[config.mk]
export PLATFORM = sky130hd
export DESIGN_NAME = regfile_wb_arbiter
export DESIGN_NICKNAME = d
export VERILOG_FILES = /design/src/rtl/regfile_wb_arbiter.sv
export SDC_FILE = /design/constraint.sdc
export NUM_CORES = 1
export LEC_CHECK = 0
export BUFFER_PORTS_ARGS = -buffer_cell sky130_fd_sc_hd__buf_4
export CORE_MARGIN = 8
export CORE_UTILIZATION = 25
export CTS_BUF_LIST = sky130_fd_sc_hd__clkbuf_4 sky130_fd_sc_hd__clkbuf_8
export DETAILED_ROUTE_END_ITERATION = 6
export GPL_TIMING_DRIVEN = 0
export SLEW_MARGIN = 20
export SYNTH_ARGS = -nofsm -noshare
export SYNTH_HDL_FRONTEND = slang
export SYNTH_SLANG_ARGS = --single-unit
[constraint.sdc]
create_clock -name clk -period 4.5 [get_ports clk]
set_clock_uncertainty 0.05 [all_clocks]
set_input_delay 0.9 -clock clk [delete_from_list [all_inputs] [get_ports clk]]
set_output_delay 0.9 -clock clk [all_outputs]
set_load 0.02 [all_outputs]
[src/rtl/regfile_wb_arbiter.sv]
// regfile_wb_arbiter: shares the register file write port between pipeline writeback (A) and queued multi-cycle results (B)
// Ports: clk/rst; A request a_valid/a_rd/a_data -> a_ready; B result b_valid/b_rd/b_data -> b_ready;
//        issue_valid/issue_rd mark pending B destinations; RegWrite/Rd/Wr_data registered write port; busy scoreboard
module regfile_wb_arbiter #(
    parameter int B_FIFO_DEPTH = 2,
    parameter int STARVE_LIMIT = 4
) (
    input  logic        clk,
    input  logic        rst,
    input  logic        a_valid,
    output logic        a_ready,
    input  logic [4:0]  a_rd,
    input  logic [31:0] a_data,
    input  logic        b_valid,
    output logic        b_ready,
    input  logic [4:0]  b_rd,
    input  logic [31:0] b_data,
    input  logic        issue_valid,
    input  logic [4:0]  issue_rd,
    output logic        RegWrite,
    output logic [4:0]  Rd,
    output logic [31:0] Wr_data,
    output logic [31:0] busy
);
    localparam int PW = (B_FIFO_DEPTH > 1) ? $clog2(B_FIFO_DEPTH) : 1;
    localparam int CW = $clog2(B_FIFO_DEPTH + 1);
    localparam int SW = $clog2(STARVE_LIMIT + 1);
    localparam logic [CW-1:0] DEPTH_C = CW'(B_FIFO_DEPTH);
    localparam logic [SW-1:0] LIMIT_C = SW'(STARVE_LIMIT);

    logic [4:0]    rd_mem_q   [B_FIFO_DEPTH];
    logic [31:0]   data_mem_q [B_FIFO_DEPTH];
    logic [PW-1:0] wr_ptr_q, rd_ptr_q;
    logic [CW-1:0] count_q, count_d;
    logic [SW-1:0] starve_q, starve_d;
    logic          regwrite_q, regwrite_d;
    logic [4:0]    rd_q, rd_d;
    logic [31:0]   wr_data_q, wr_data_d;
    logic [31:0]   busy_q, busy_d;
    logic          empty, full, force_b, grant_a, grant_b, push;
    logic [4:0]    head_rd;
    logic [31:0]   head_data;

    assign empty     = count_q == '0;
    assign full      = count_q == DEPTH_C;
    assign force_b   = (starve_q == LIMIT_C) && !empty;
    assign a_ready   = !force_b && !rst;
    assign b_ready   = !full && !rst;
    assign grant_a   = !rst && !force_b && a_valid;
    assign grant_b   = !rst && (force_b || (!a_valid && !empty));
    assign push      = b_valid && b_ready;
    assign head_rd   = rd_mem_q[rd_ptr_q];
    assign head_data = data_mem_q[rd_ptr_q];

    assign count_d   = count_q + CW'(push) - CW'(grant_b);
    // The counter only measures losses while something is actually waiting.
    assign starve_d  = (empty || grant_b) ? '0 : (starve_q == LIMIT_C) ? starve_q : starve_q + 1'b1;
    // x0 grants still consume the entry but never write.
    assign regwrite_d = grant_a ? (a_rd != 5'd0) : grant_b ? (head_rd != 5'd0) : 1'b0;
    assign rd_d       = grant_a ? a_rd : grant_b ? head_rd : rd_q;
    assign wr_data_d  = grant_a ? a_data : grant_b ? head_data : wr_data_q;

    // Clear is applied before set so an issue to the same register wins.
    always_comb begin
        busy_d = busy_q;
        if (grant_b) busy_d[head_rd] = 1'b0;
        if (issue_valid) busy_d[issue_rd] = 1'b1;
        busy_d[0] = 1'b0;
    end

    always_ff @(posedge clk) begin
        if (push) begin
            rd_mem_q[wr_ptr_q]   <= b_rd;
            data_mem_q[wr_ptr_q] <= b_data;
        end
    end

    always_ff @(posedge clk or posedge rst) begin
        if (rst) begin
            wr_ptr_q   <= '0;
            rd_ptr_q   <= '0;
            count_q    <= '0;
            starve_q   <= '0;
            regwrite_q <= 1'b0;
            rd_q       <= '0;
            wr_data_q  <= '0;
            busy_q     <= '0;
        end else begin
            wr_ptr_q   <= wr_ptr_q + PW'(push);
            rd_ptr_q   <= rd_ptr_q + PW'(grant_b);
            count_q    <= count_d;
            starve_q   <= starve_d;
            regwrite_q <= regwrite_d;
            rd_q       <= rd_d;
            wr_data_q  <= wr_data_d;
            busy_q     <= busy_d;
        end
    end

    assign RegWrite = regwrite_q;
    assign Rd       = rd_q;
    assign Wr_data  = wr_data_q;
    assign busy     = busy_q;
endmodule

==> Word-level counts from Yosys, hierarchy flattened <==
Memory sizes are Yosys's and may differ from the RTL's.
Index checks and enable logic that the tools add are counted.
{ "word_totals": {"mem_bits_rw": 74, "in_bits": 84, "elab_cells": 61, "ff_bits": 76, "memories": 2, "out_inout_bits": 72} }
{ "classes": {"reduce_logical": 20, "n_eq_ne": 3, "muxes": 16, "add_sub_neg": 5, "bitwise": 3, "n_lt_le_gt_ge": 4} }
{ "memory_table": {"columns": ["name", "depth", "word_bits", "rd", "rd_clocked_by_memory_dff", "wr", "line_no", "source"], "rows": [
  ["data_mem_q", 2, 32, 1, 0, 1, "32", "logic [31:0] data_mem_q [B_FIFO_DEPTH];"],
  ["rd_mem_q", 2, 5, 1, 0, 1, "31", "logic [4:0] rd_mem_q [B_FIFO_DEPTH];"]
]} }
{ "ops": {"columns": ["cell", "n"], "rows": [
  ["32-bit 2-to-1 mux", 4],
  ["32-bit AND", 1],
  ["32-bit inverter", 1],
  ["32-bit OR", 1],
  ["5-bit by 6-bit < comparator with 1-bit output (second input constant)", 2],
  ["1-bit demux with 5-bit select", 2],
  ["5-bit by 1-bit greater-or-equal comparator with 1-bit output (second input constant)", 2],
  ["5-bit 2-to-1 mux", 2],
  ["5-bit nonzero test", 2],
  ["1-bit logical AND", 9],
  ["1-bit 2-to-1 mux", 6],
  ["3-bit 2-to-1 mux", 2],
  ["1-bit zero test", 5],
  ["3-bit by 1-bit adder with 3-bit output (second input constant)", 1],
  ["3-bit == test (second input constant)", 1],
  ["1-bit adder", 2],
  ["2-bit by 1-bit adder with 2-bit output", 1],
  ["2-bit == test (second input constant)", 1],
  ["2-bit zero test", 1],
  ["1-bit logical OR", 2],
  ["2-bit != test (second input constant)", 1],
  ["2-bit nonzero test", 1],
  ["2-bit by 1-bit subtractor with 2-bit output", 1]
]} }

==> Longest topological paths before layout <==
Gate-level depths: netlist (run 1).
An unclocked memory read counts as a cell.
{ "depth": {"depth_word": 10, "depth_mapped": 10} }

==> Least setup slack after synthesis (run 1) <==
No wires, ideal clock.
{ "synth_path": {"kind": "in2reg", "start": "input rst", "end": "register rd_q[3] (netlist: Rd[3])", "path_buffers": 3, "cell_stages": 7, "path_slack_ns": 0.725, "arrival_ns": 3.599, "cell_sequence": "buf_2 inv_1 o211a_1 buf_6 nor2_8 buf_6 a221o_1"} }
{ "synth_via": {"elab_chain_cells": 4} }
{ "synth_rtl": {"columns": ["item", "line_no", "source"], "rows": [
  ["start, declared", "9", "input logic rst,"],
  ["1-bit zero test (no line) (*)", null, null],
  ["1-bit logical AND (2 in series)", "49", "assign grant_a = !rst && !force_b && a_valid;"],
  ["5-bit 2-to-1 mux / 2-bit nonzero test (equally long branches)", null, null],
  ["end signal, assigned", "94", "rd_q <= rd_d;"],
  ["end, declared", "37", "logic [4:0] rd_q, rd_d;"]
]} }
Mark *: on every way between the ends. The rest lies on a longest branch, timed or not.
A chain may end at the register's enable or synchronous reset.

==> Worst setup path in the final report (run 1) <==
{ "layout_path": {"start": "register starve_q[0]", "end": "output a_ready"} }
{ "layout_via": {"elab_chain_cells": 4} }
{ "layout_rtl": {"columns": ["item", "line_no", "source"], "rows": [
  ["start, declared", "35", "logic [SW-1:0] starve_q, starve_d;"],
  ["start signal, assigned", "92", "starve_q <= starve_d;"],
  ["3-bit == test", "46", "assign force_b = (starve_q == LIMIT_C) && !empty;"],
  ["1-bit logical AND", "46", null],
  ["1-bit zero test", "47", "assign a_ready = !force_b && !rst;"],
  ["1-bit logical AND", "47", null],
  ["end, declared", "11", "output logic a_ready,"]
]} }
No other way between the ends.

==> results.yml, run 1 <==
status:
  outcome: "completed"
logic_synthesis:
  synth.avg_cell_area_sq_um: 14.23
  syn-cell-area_sq_um: 6050
  yosys_register_bits: 150
  yosysSeqAreaShare_pct: 68.17
  async_flop_share_pct: 50.67
  synth_edf_count: 74
  ys_types: 37
  synth_cells: 425
  yosys_warnings: 0
  syn-num-nets: 515
  ys.flop_type: "dfrtp_1"
clocking:
  cts_buffers: 17
  clockBufferDepth: 2
  clkTransAtPathRegs_ns: 0.09
  cts_resized: 0
  clockRootBuffer: "clkbuf_8"
  cts_tree: "done"
  ctsHoldBuffers: 0
  cts.sinks: 150
  cts_setup_buffers: 0
  h-tree-depth: 4
  clk_latency_ns: 0.43
global_routing:
  grt_pass1_wl_mm: 25.36
  overflow: 0
  grt_usage_pct: 11.44
  grt_max_degree: 41
  grt_pass1_vias: 4360
  antenna_found_initial: 0
sta:
  hold_viol_final: 0
  finalCritPeriodShare_pct: 57.22
  fin_crit_ns: 2.575
  tightest_slew_ns: 0.6763
  timing.fmax_mhz: 388.4
  relSlewSlack_pct: 53.63
  holdWs_ns: 0.4667
  report.final.slew_viol_count: 0
  finalSetupViolations: 0
  fin_ws_ns: 1.925
  rsz0062_at_grt: "no"
finish:
  utilization_pct: 33.53
  diodes: 0
  syn_to_final_growth_pct: 33.22
  finalNonFillerCells: 934
  fin_nets: 687
  drive_gt1_share_pct: 36.39
place:
  place_inst: 902
  gp_congestion: 0.7363
  numPortBuffers: 150
  dp_slack_ns: 1.570
  hpwlAfterDp_mm: 12.38
worst_hold_path:
  min_path_type: "reg -> reg"
  min_from: "Wr_data[26]"
drt:
  ant_nets: 0
  wirelength_mm: 16.85
  drtIter0Drc: 283
  wl_per_cell_um: 18.04
  viasPerCell: 4.565
  drc_errors: 0
  dr_wl_met2_mm: 7.812
  routed.top_layer: "met4"
  drtPass1Iterations: 4
  wl_met3_mm: 1.420
  met1_length_mm: 7.522
  vias: 4264
flow_run:
  max_cap_viol_count: 0
power:
  power.share.sequential_pct: 40.7
  powerDensity_nw_per_um2: 638.8
  p_sw_w: 0.001917
  p_int_w: 0.003231
  peakVddDrop_uv: 269.1
  leakage_nw: 3.328
  power_w: 0.005148
  power_frac_clock_pct: 20.8
  combPwrFrac_pct: 38.5
  p_sw_share_pct: 37.24
setup_path:
  path_class: "reg -> out"
  critPathCaptureType: "output pin"
  crit_path_start_kind: "flop"
  crit_fanout: 5
  required_ns: 3.55
  crit_start: "starve_q[0]"
  arrival_ns: 1.62
  timing.rr.start: "starve_q[0]"
floorplan:
  dieArea_sq_um: 29430
  dieWidth_um: 171.6
  initial_utilization_pct: 25.17
  core_area_sq_um: 24030
  ioPinCount: 156
  rows: 57
  fp.dieH_um: 171.6
[state kept, by name (all words and copies together) (netlist names)]
name / flops
rd_ptr_q: 1
data_mem_q: 64
rd_mem_q: 10
count_q: 2
starve_q: 3
busy: 31
wr_ptr_q: 1
Rd: 5
RegWrite: 1
Wr_data: 32
[cell usage after synthesis (2+ instances only)]
cell type | number | share of area (%)
dfrtp_1 | 76 | 31
edfxtp_1 | 74 | 37
o21ai_0 | 64 | 5.3
nor2_1 | 41 | 2.5
mux2i_1 | 36 | 6.0
a221o_1 | 35 | 5.8
nand3_1 | 12 | 0.99
buf_6 | 10 | 1.9
inv_1 | 8 | 0.50
buf_2 | 7 | 0.58
nand3b_1 | 7 | 0.87
ha_1 | 6 | 1.2
mux2_2 | 5 | 0.93
nand4_1 | 5 | 0.52
nand2_1 | 4 | 0.25
a21oi_1 | 3 | 0.25
o41ai_1 | 3 | 0.43
or3b_2 | 3 | 0.43
xnor2_1 | 3 | 0.43
buf_4 | 2 | 0.25
clkbuf_1 | 2 | 0.12
nor3_1 | 2 | 0.17
o211ai_1 | 2 | 0.25
o21ai_1 | 2 | 0.17
[cell type report]
type	count	area, sq um
well taps	324	405.4
multi-input cells	244	1722
plain buffers	22	173.9
flip-flops and latches	150	4124
clock buffers	17	234.0
inverters	9	37.54
fillers	2432	15980
clock inverters	15	168.9
repair buffers	153	1194
[worst max-delay path, cell delays in order, from the launching register on]
cell,delay (ns)
dfrtp_1,0.41
inv_1,0.08
ha_1,0.25
nand2_2,0.11
nor2_1,0.13
nor2_1,0.06
buf_4,0.16
[worst paths after layout]
kind | to | slack [ns] | cells past startpoint
min reg2reg | Wr_data[26] | 0.47 | 1
max | a_ready | 1.93 | 6
max in group asynchronous | Wr_data[6] | 3.27 | 3
max reg2reg | count_q[1] | 2.36 | 10
min | Wr_data[26] | 0.47 | 1
min in group asynchronous | busy[24] | 0.52 | 2
[kinds of logic (layout without fill, tap and decap cells)]
family | count (synthesis) | count (layout) | synth area share, %
AOI/OAI and AO/OA | 112 | 112 | 12.78
xor gates and xnor gates | 3 | 3 | 0.4344
adders and majority gates | 6 | 6 | 1.241
and+or+nand+nor | 80 | 80 | 6.743
DFF | 150 | 150 | 68.17
buffers and inverters | 31 | 216 | 3.454
muxes | 42 | 42 | 7.115
other | 1 | 1 | 0.06199
[power groups by stage]
| stage | Combinational [W] | Sequential (W) | Clock [W] |
|---|---|---|---|
| final | 0.00198 | 0.00210 | 0.00107 |
| after global placement | 0.00197 | 0.00212 | 0 |
| after CTS | 0.00202 | 0.00209 | 0.00111 |
| after global routing | 0.00213 | 0.00214 | 0.00116 |
| after floorplan | 0.000801 | 0.00244 | 0 |
| after detailed placement | 0.00202 | 0.00211 | 0 |
[cell usage in the layout, fill, tap and decap left out, types with 3 or more instances in the layout]
master and n:
buf_4 152, dfrtp_1 76, edfxtp_1 74, o21ai_0 64, nor2_1 41, mux2i_1 36, a221o_1 35, clkbuf_8 17
nand3_1 12, buf_6 10, buf_2 7, inv_1 7, nand3b_1 7, nand4_1 5, mux2_2 5, nand2_1 4
ha_1 4, clkinv_4 4, a21oi_1 3, o41ai_1 3, or3b_2 3, xnor2_1 3, inv_6 3, inv_8 3
[through the flow]
step	cell area (sq um)	TNS, ns
2_1_floorplan	6050	0
6_report	8059	0
4_1_cts	8059	0
5_1_grt	8059	0
3_5_place_dp	7656	0
3_3_place_gp	7581	-10.64
[per-layer routing]
metal,up-vias,global-route usage (%)
met5,-,0
met4,0,2.722
met3,7,4.292
met2,168,17.90
met1,2115,14.76
li1,1974,-
Power figures use the tool's default switching activity.
==> inputs of run 2 (changes only) <==
==> constraint.sdc (replaced) <==
create_clock -name clk -period 2.1 [get_ports clk]
set_clock_uncertainty 0.05 [all_clocks]
set_input_delay 0.42 -clock clk [delete_from_list [all_inputs] [get_ports clk]]
set_output_delay 0.42 -clock clk [all_outputs]
set_load 0.02 [all_outputs]
==> run 2 against run 1 <==
Against the previous run:
- flip-flop and latch count unchanged
- global-route usage increased by 0.76 points
- worst hold slack got worse by 0.46 ns
- cell count increased by 0.86%
- worst setup slack got worse by 1.8 ns
- critical endpoint unchanged
- largest power group unchanged
==> results.yml, run 2 (synthesis gave the netlist of run 1 again) <==
finish:
  largest_reg_flops: 64
  finalNonFillerCells: 942
  design_area_sq_um: 8217
  fin_nets: 695
  drive_gt1_share_pct: 37.86
  layout_commonest_cell: "buf_4"
  regMostFlops: "data_mem_q"
  diodes: 0
  syn_to_final_growth_pct: 35.82
  final_cell_mix: "buf_4, dfrtp_1, edfxtp_1"
sta:
  report.final.slew_viol_count: 0
  finalCritPeriodShare_pct: 93.60
  tightest_slew_ns: 0.6601
  timing.fmax_mhz: 508.7
  finalSetupViolations: 0
  hold_viol_final: 0
  rsz0062_at_grt: "no"
  fin_setup_tns_ns: 0
  relSlewSlack_pct: 54.73
  holdWs_ns: 0.01111
  fin_crit_ns: 1.966
drt:
  drtIter0Drc: 239
  drc_errors: 0
  viasPerCell: 4.545
  wl_per_cell_um: 19.07
  ant_nets: 0
  wirelength_mm: 17.97
  vias: 4281
  drtPass1Iterations: 4
global_routing:
  grt_pass1_wl_mm: 26.89
  antenna_found_initial: 0
  overflow: 0
  grt_max_degree: 32
  grt_pass1_vias: 4561
  grt_usage_pct: 12.20
power:
  power_w: 0.01128
  combPwrFrac_pct: 38.9
  power_frac_clock_pct: 21.2
  leakage_nw: 3.386
  powerDensity_nw_per_um2: 1373
  peakVddDrop_uv: 639.4
  power.share.sequential_pct: 39.9
  p_sw_share_pct: 36.76
  p_int_w: 0.007134
  p_sw_w: 0.004147
setup_path:
  crit_start: "starve_q[0]"
  timing.rr.start: "starve_q[0]"
  critPathCaptureType: "output pin"
  crit_fanout: 5
  path_cells: "inv_2 -> ha_4 -> nand2_2 -> nor2_2 -> nor2_1 -> buf_4"
  arrival_ns: 1.50
  required_ns: 1.63
  cp_slowest_cell: "dfrtp_1"
  cpPeakStageDelay_ns: 0.42
  path_buf_inv: 2
  path_class: "reg -> out"
  cp_top_family: "flip-flops"
  crit_path_start_kind: "flop"
flow_run:
  max_cap_viol_count: 0
clocking:
  h-tree-depth: 4
  cts_buffers: 17
  ctsHoldBuffers: 0
  clockBufferDepth: 2
  clockRootBuffer: "clkbuf_8"
  clk_latency_ns: 0.44
  cts_tree: "done"
  clkTransAtPathRegs_ns: 0.09
  cts.sinks: 150
place:
  gp_congestion: 0.7074
  place_inst: 901
  numPortBuffers: 150
  hpwlAfterDp_mm: 12.38
  dpl_cell_area_sq_um: 7660
floorplan:
  rows: 57
  dieWidth_um: 171.6
  ioPinCount: 156
  fp.dieH_um: 171.6
  core_area_sq_um: 24030
  initial_utilization_pct: 25.17
  dieArea_sq_um: 29430
status:
  outcome: "completed"
worst_hold_path:
  min_path_type: "in -> async"
run 2: cell types whose count changed in the layout (fill, tap and decap cells not counted), moves of 3 or more:
cell and delta:
o21ai_0 -4, clkinvlp_4 +3, buf_4 +5, o21ai_1 +4, ha_4 +3
run 2: layer usage:
layer,global-route usage (%),part of all wire (%)
met1,15.73,44
met2,19.35,47
met3,4.039,8.0
met4,3.289,0.94
met5,0,0
run 2: timing repair:
item / 4_1_cts / 5_1_grt
gates resized for setup: 3 / 3
setup buffers: 4 / 5
pin swaps: 1 / 3
setup endpoints to repair: 76 / 60
run 2: worst register-to-register path, delay by kind of cell (launching register included):
| kind | cells | cell delay (ns) |
|---|---|---|
| XOR/XNOR | 2 | 0.31 |
| AO/OA/AOI/OAI | 1 | 0.25 |
| buffers and inverters | 3 | 0.17 |
| AND/OR/NAND/NOR | 1 | 0.08 |
| adder cells (fa/ha/maj) | 3 | 0.63 |
| flip-flops | 1 | 0.40 |
run 2: path summary, 6_finish.rpt:
check / endpoint / slack (ns) / cells after the start
hold reg to reg: Wr_data[19] / 0.47 / 1
min in group clk: data_mem_q[1][20] / 0.11 / 1
max in group asynchronous: busy[21] / 1.42 / 3
setup / recovery: a_ready / 0.13 / 6
setup reg to reg: count_q[1] / 0.14 / 10
hold / removal: starve_q[0] / 0.01 / 2
run 2: area by class of cell:
cell class                 count  area (sq um)
buffer                        22         183.9
multi-input combinational    244          1763
clock inverter                13         173.9
sequential                   150          4124
inverter                       9         40.04
timing repair buffer         161          1277
tap                          324         405.4
fill                        2411         15820
clock buffer                  19         249.0
run 2: power groups by stage:
stage	logic (W)	registers [W]	clock network, W
after detailed placement	0.00434	0.00454	0
after floorplan	0.00175	0.00522	0
final	0.00439	0.00450	0.00239
after CTS	0.00445	0.00449	0.00246
after global routing	0.00473	0.00459	0.00258
after global placement	0.00425	0.00454	0
run 2: stage by stage:
| stage | worst slack [ns] | utilization (%) |
|---|---|---|
| 2_1_floorplan | -0.6337 | - |
| 3_3_place_gp | -1.466 | 31.70 |
| 3_5_place_dp | -0.2591 | 31.87 |
| 4_1_cts | 0.004976 | 34.02 |
| 5_1_grt | 0.01958 | 34.19 |
| 6_report | 0.1343 | 34.19 |
==> inputs of run 3 (changes only) <==
--- a/config.mk
+++ b/config.mk
@@ -7,10 +7,11 @@
 export LEC_CHECK = 0
 export BUFFER_PORTS_ARGS = -buffer_cell sky130_fd_sc_hd__buf_4
 export CORE_MARGIN = 8
-export CORE_UTILIZATION = 25
+export CORE_UTILIZATION = 43
 export CTS_BUF_LIST = sky130_fd_sc_hd__clkbuf_4 sky130_fd_sc_hd__clkbuf_8
 export DETAILED_ROUTE_END_ITERATION = 6
 export GPL_TIMING_DRIVEN = 0
+export PLACE_DENSITY = 0.7
 export SLEW_MARGIN = 20
 export SYNTH_ARGS = -nofsm -noshare
 export SYNTH_HDL_FRONTEND = slang
==> run 3 against run 2 <==
Against the previous run:
- register-to-register slack got worse by 0.08 ns
- global-route usage rose by 5.6 points
- via count rose by 1.3%
- count of clock-buffer cells in the layout fell by 1
- sequential share of layout area rose by 1.2 points
- worst hold slack improved by 0.099 ns
- first-iteration DRC count rose by 50%
- design area fell by 2.4%
- cell count fell by 15%
- fmax fell by 3.8%
- die area fell by 38%
==> results.yml, run 3 (synthesis gave the netlist of run 1 again) <==
status:
  outcome: "completed"
floorplan:
  ioPinCount: 156
  dieArea_sq_um: 18120
  rows: 43
  dieWidth_um: 134.6
  core_area_sq_um: 13830
  fp.dieH_um: 134.6
  initial_utilization_pct: 43.75
worst_hold_path:
  min_from: "b_data[1]"
  min_path_type: "in -> reg"
global_routing:
  overflow: 0
  grt_pass1_vias: 4817
  antenna_found_initial: 0
  grt_usage_pct: 17.84
  grt_pass1_wl_mm: 25.20
  grt_max_degree: 38
place:
  place_inst: 757
  hpwlAfterDp_mm: 11.37
  gp_congestion: 0.7882
  dpl_cell_area_sq_um: 7480
  numPortBuffers: 150
clocking:
  clockBufferDepth: 2
  clk_latency_ns: 0.44
  cts_buffers: 17
  cts.sinks: 150
  h-tree-depth: 4
  clockRootBuffer: "clkbuf_8"
  cts_tree: "done"
  clkTransAtPathRegs_ns: 0.09
drt:
  vias: 4337
  ant_nets: 0
  drtPass1Iterations: 4
  drtIter0Drc: 358
  wirelength_mm: 15.99
  drc_errors: 0
  viasPerCell: 5.448
  wl_per_cell_um: 20.09
setup_path:
  arrival_ns: 2.31
  path_cells: "buf_4 -> buf_6 -> mux2i_1 -> nand4_1 -> o21ai_0 -> o21ai_0"
  crit_path_start_kind: "flop"
  crit-reg2reg-capture: "busy[17]"
  path_class: "reg -> reg"
  cpPeakStageDelay_ns: 0.43
  crit_start: "rd_ptr_q"
  critPathCaptureType: "flop"
  crit_fanout: 10
  r2r_cells: 6
  cp-endpoint: "busy[17]"
  r2r_setup_slack_ns: 0.06
  cp_slowest_cell: "nand4_1"
  required_ns: 2.37
  timing.rr.start: "rd_ptr_q"
  cpMostUsedCell: "o21ai_0"
finish:
  design_area_sq_um: 8021
  fillers: 1090
  regMostFlops: "data_mem_q"
  layout_commonest_cell: "buf_4"
  fin_nets: 693
  drive_gt1_share_pct: 37.18
  largest_reg_flops: 64
  syn_to_final_growth_pct: 32.60
  finalNonFillerCells: 796
  final_cell_mix: "buf_4, dfrtp_1, edfxtp_1"
  diodes: 0
power:
  leakage_nw: 3.367
  peakVddDrop_uv: 835.4
  powerDensity_nw_per_um2: 1385
  power_w: 0.01111
sta:
  hold_viol_final: 0
  finalSetupViolations: 0
  relSlewSlack_pct: 44.93
  fin_crit_ns: 2.042
  report.final.slew_viol_count: 0
  holdWs_ns: 0.1096
  tightest_slew_ns: 0.8233
  rsz0062_at_grt: "no"
  finalCritPeriodShare_pct: 97.26
  timing.fmax_mhz: 489.6
flow_run:
  max_cap_viol_count: 0
==> run 3: changes by cell type in the layout (fill, tap and decap cells not counted), sizes merged <==
cell / before / now
clkinvlp: 3 / 5
inv: 11 / 10
buf: 181 / 175
dlygate4sd3: 0 / 3
==> run 3: stage by stage <==
| stage | setup WS, ns | utilization, % | setup TNS [ns] |
|---|---|---|---|
| 2_1_floorplan | -0.6337 | - | -23.49 |
| 3_3_place_gp | -1.280 | 53.81 | -47.39 |
| 3_5_place_dp | -0.2397 | 54.09 | -7.759 |
| 4_1_cts | 0.01178 | 57.61 | 0 |
| 5_1_grt | 0.003480 | 58.01 | 0 |
| 6_report | 0.05761 | 58.01 | 0 |
==> run 3: cell type report <==
class,instances,area (sq um),share of cell area (%)
Multi-Input combinational cell,244,1770,22.07
Timing Repair Buffer,159,1256,15.66
Sequential cell,150,4124,51.41
Clock buffer,18,247.7,3.088
Clock inverter,14,173.9,2.168
Tap cell,180,225.2,2.808
Buffer,22,183.9,2.293
Inverter,9,40.04,0.4991
==> run 3: timing repair <==
item,in CTS,in global routing
setup endpoints to repair,1,48
endpoints found under the hold margin,19,0
cloned,0,1
pin swaps,0,0
hold buffers,4,0
gates resized for setup,1,5
buffers inserted,1,1
==> run 3: worst min path at each step <==
stage	endpoint	slack (ns)	cells after the start
global route	data_mem_q[0][28]	0.08	1
detailed placement	count_q[1]	0.43	2
floorplan	data_mem_q[0][0]	0.47	0
global placement	busy[8]	0.44	2
CTS	data_mem_q[0][1]	0.07	1
finish	data_mem_q[0][1]	0.11	1
==> run 3: critical path, delay by kind of cell, from the launching register on <==
family          cells  cell delay, ns
simple gates        1            0.43
buf+inv             2            0.36
mux                 1            0.26
flops               1            0.33
compound gates      2            0.48
==> run 3: layer usage <==
metal  global-route usage (%)  share of wire [%]  up-vias
met2                    29.37                 49      178
met4                    7.299                1.8        0
met5                        0                  0        -
met1                    20.64                 40     2162
li1                         -                  -     1976
met3                    6.612                8.7       21
==> run 3: power by group <==
group          internal [W]  switching, W
Clock               0.00121       0.00111
Combinational       0.00190       0.00240
Sequential          0.00399      0.000499
Total               0.00710       0.00401
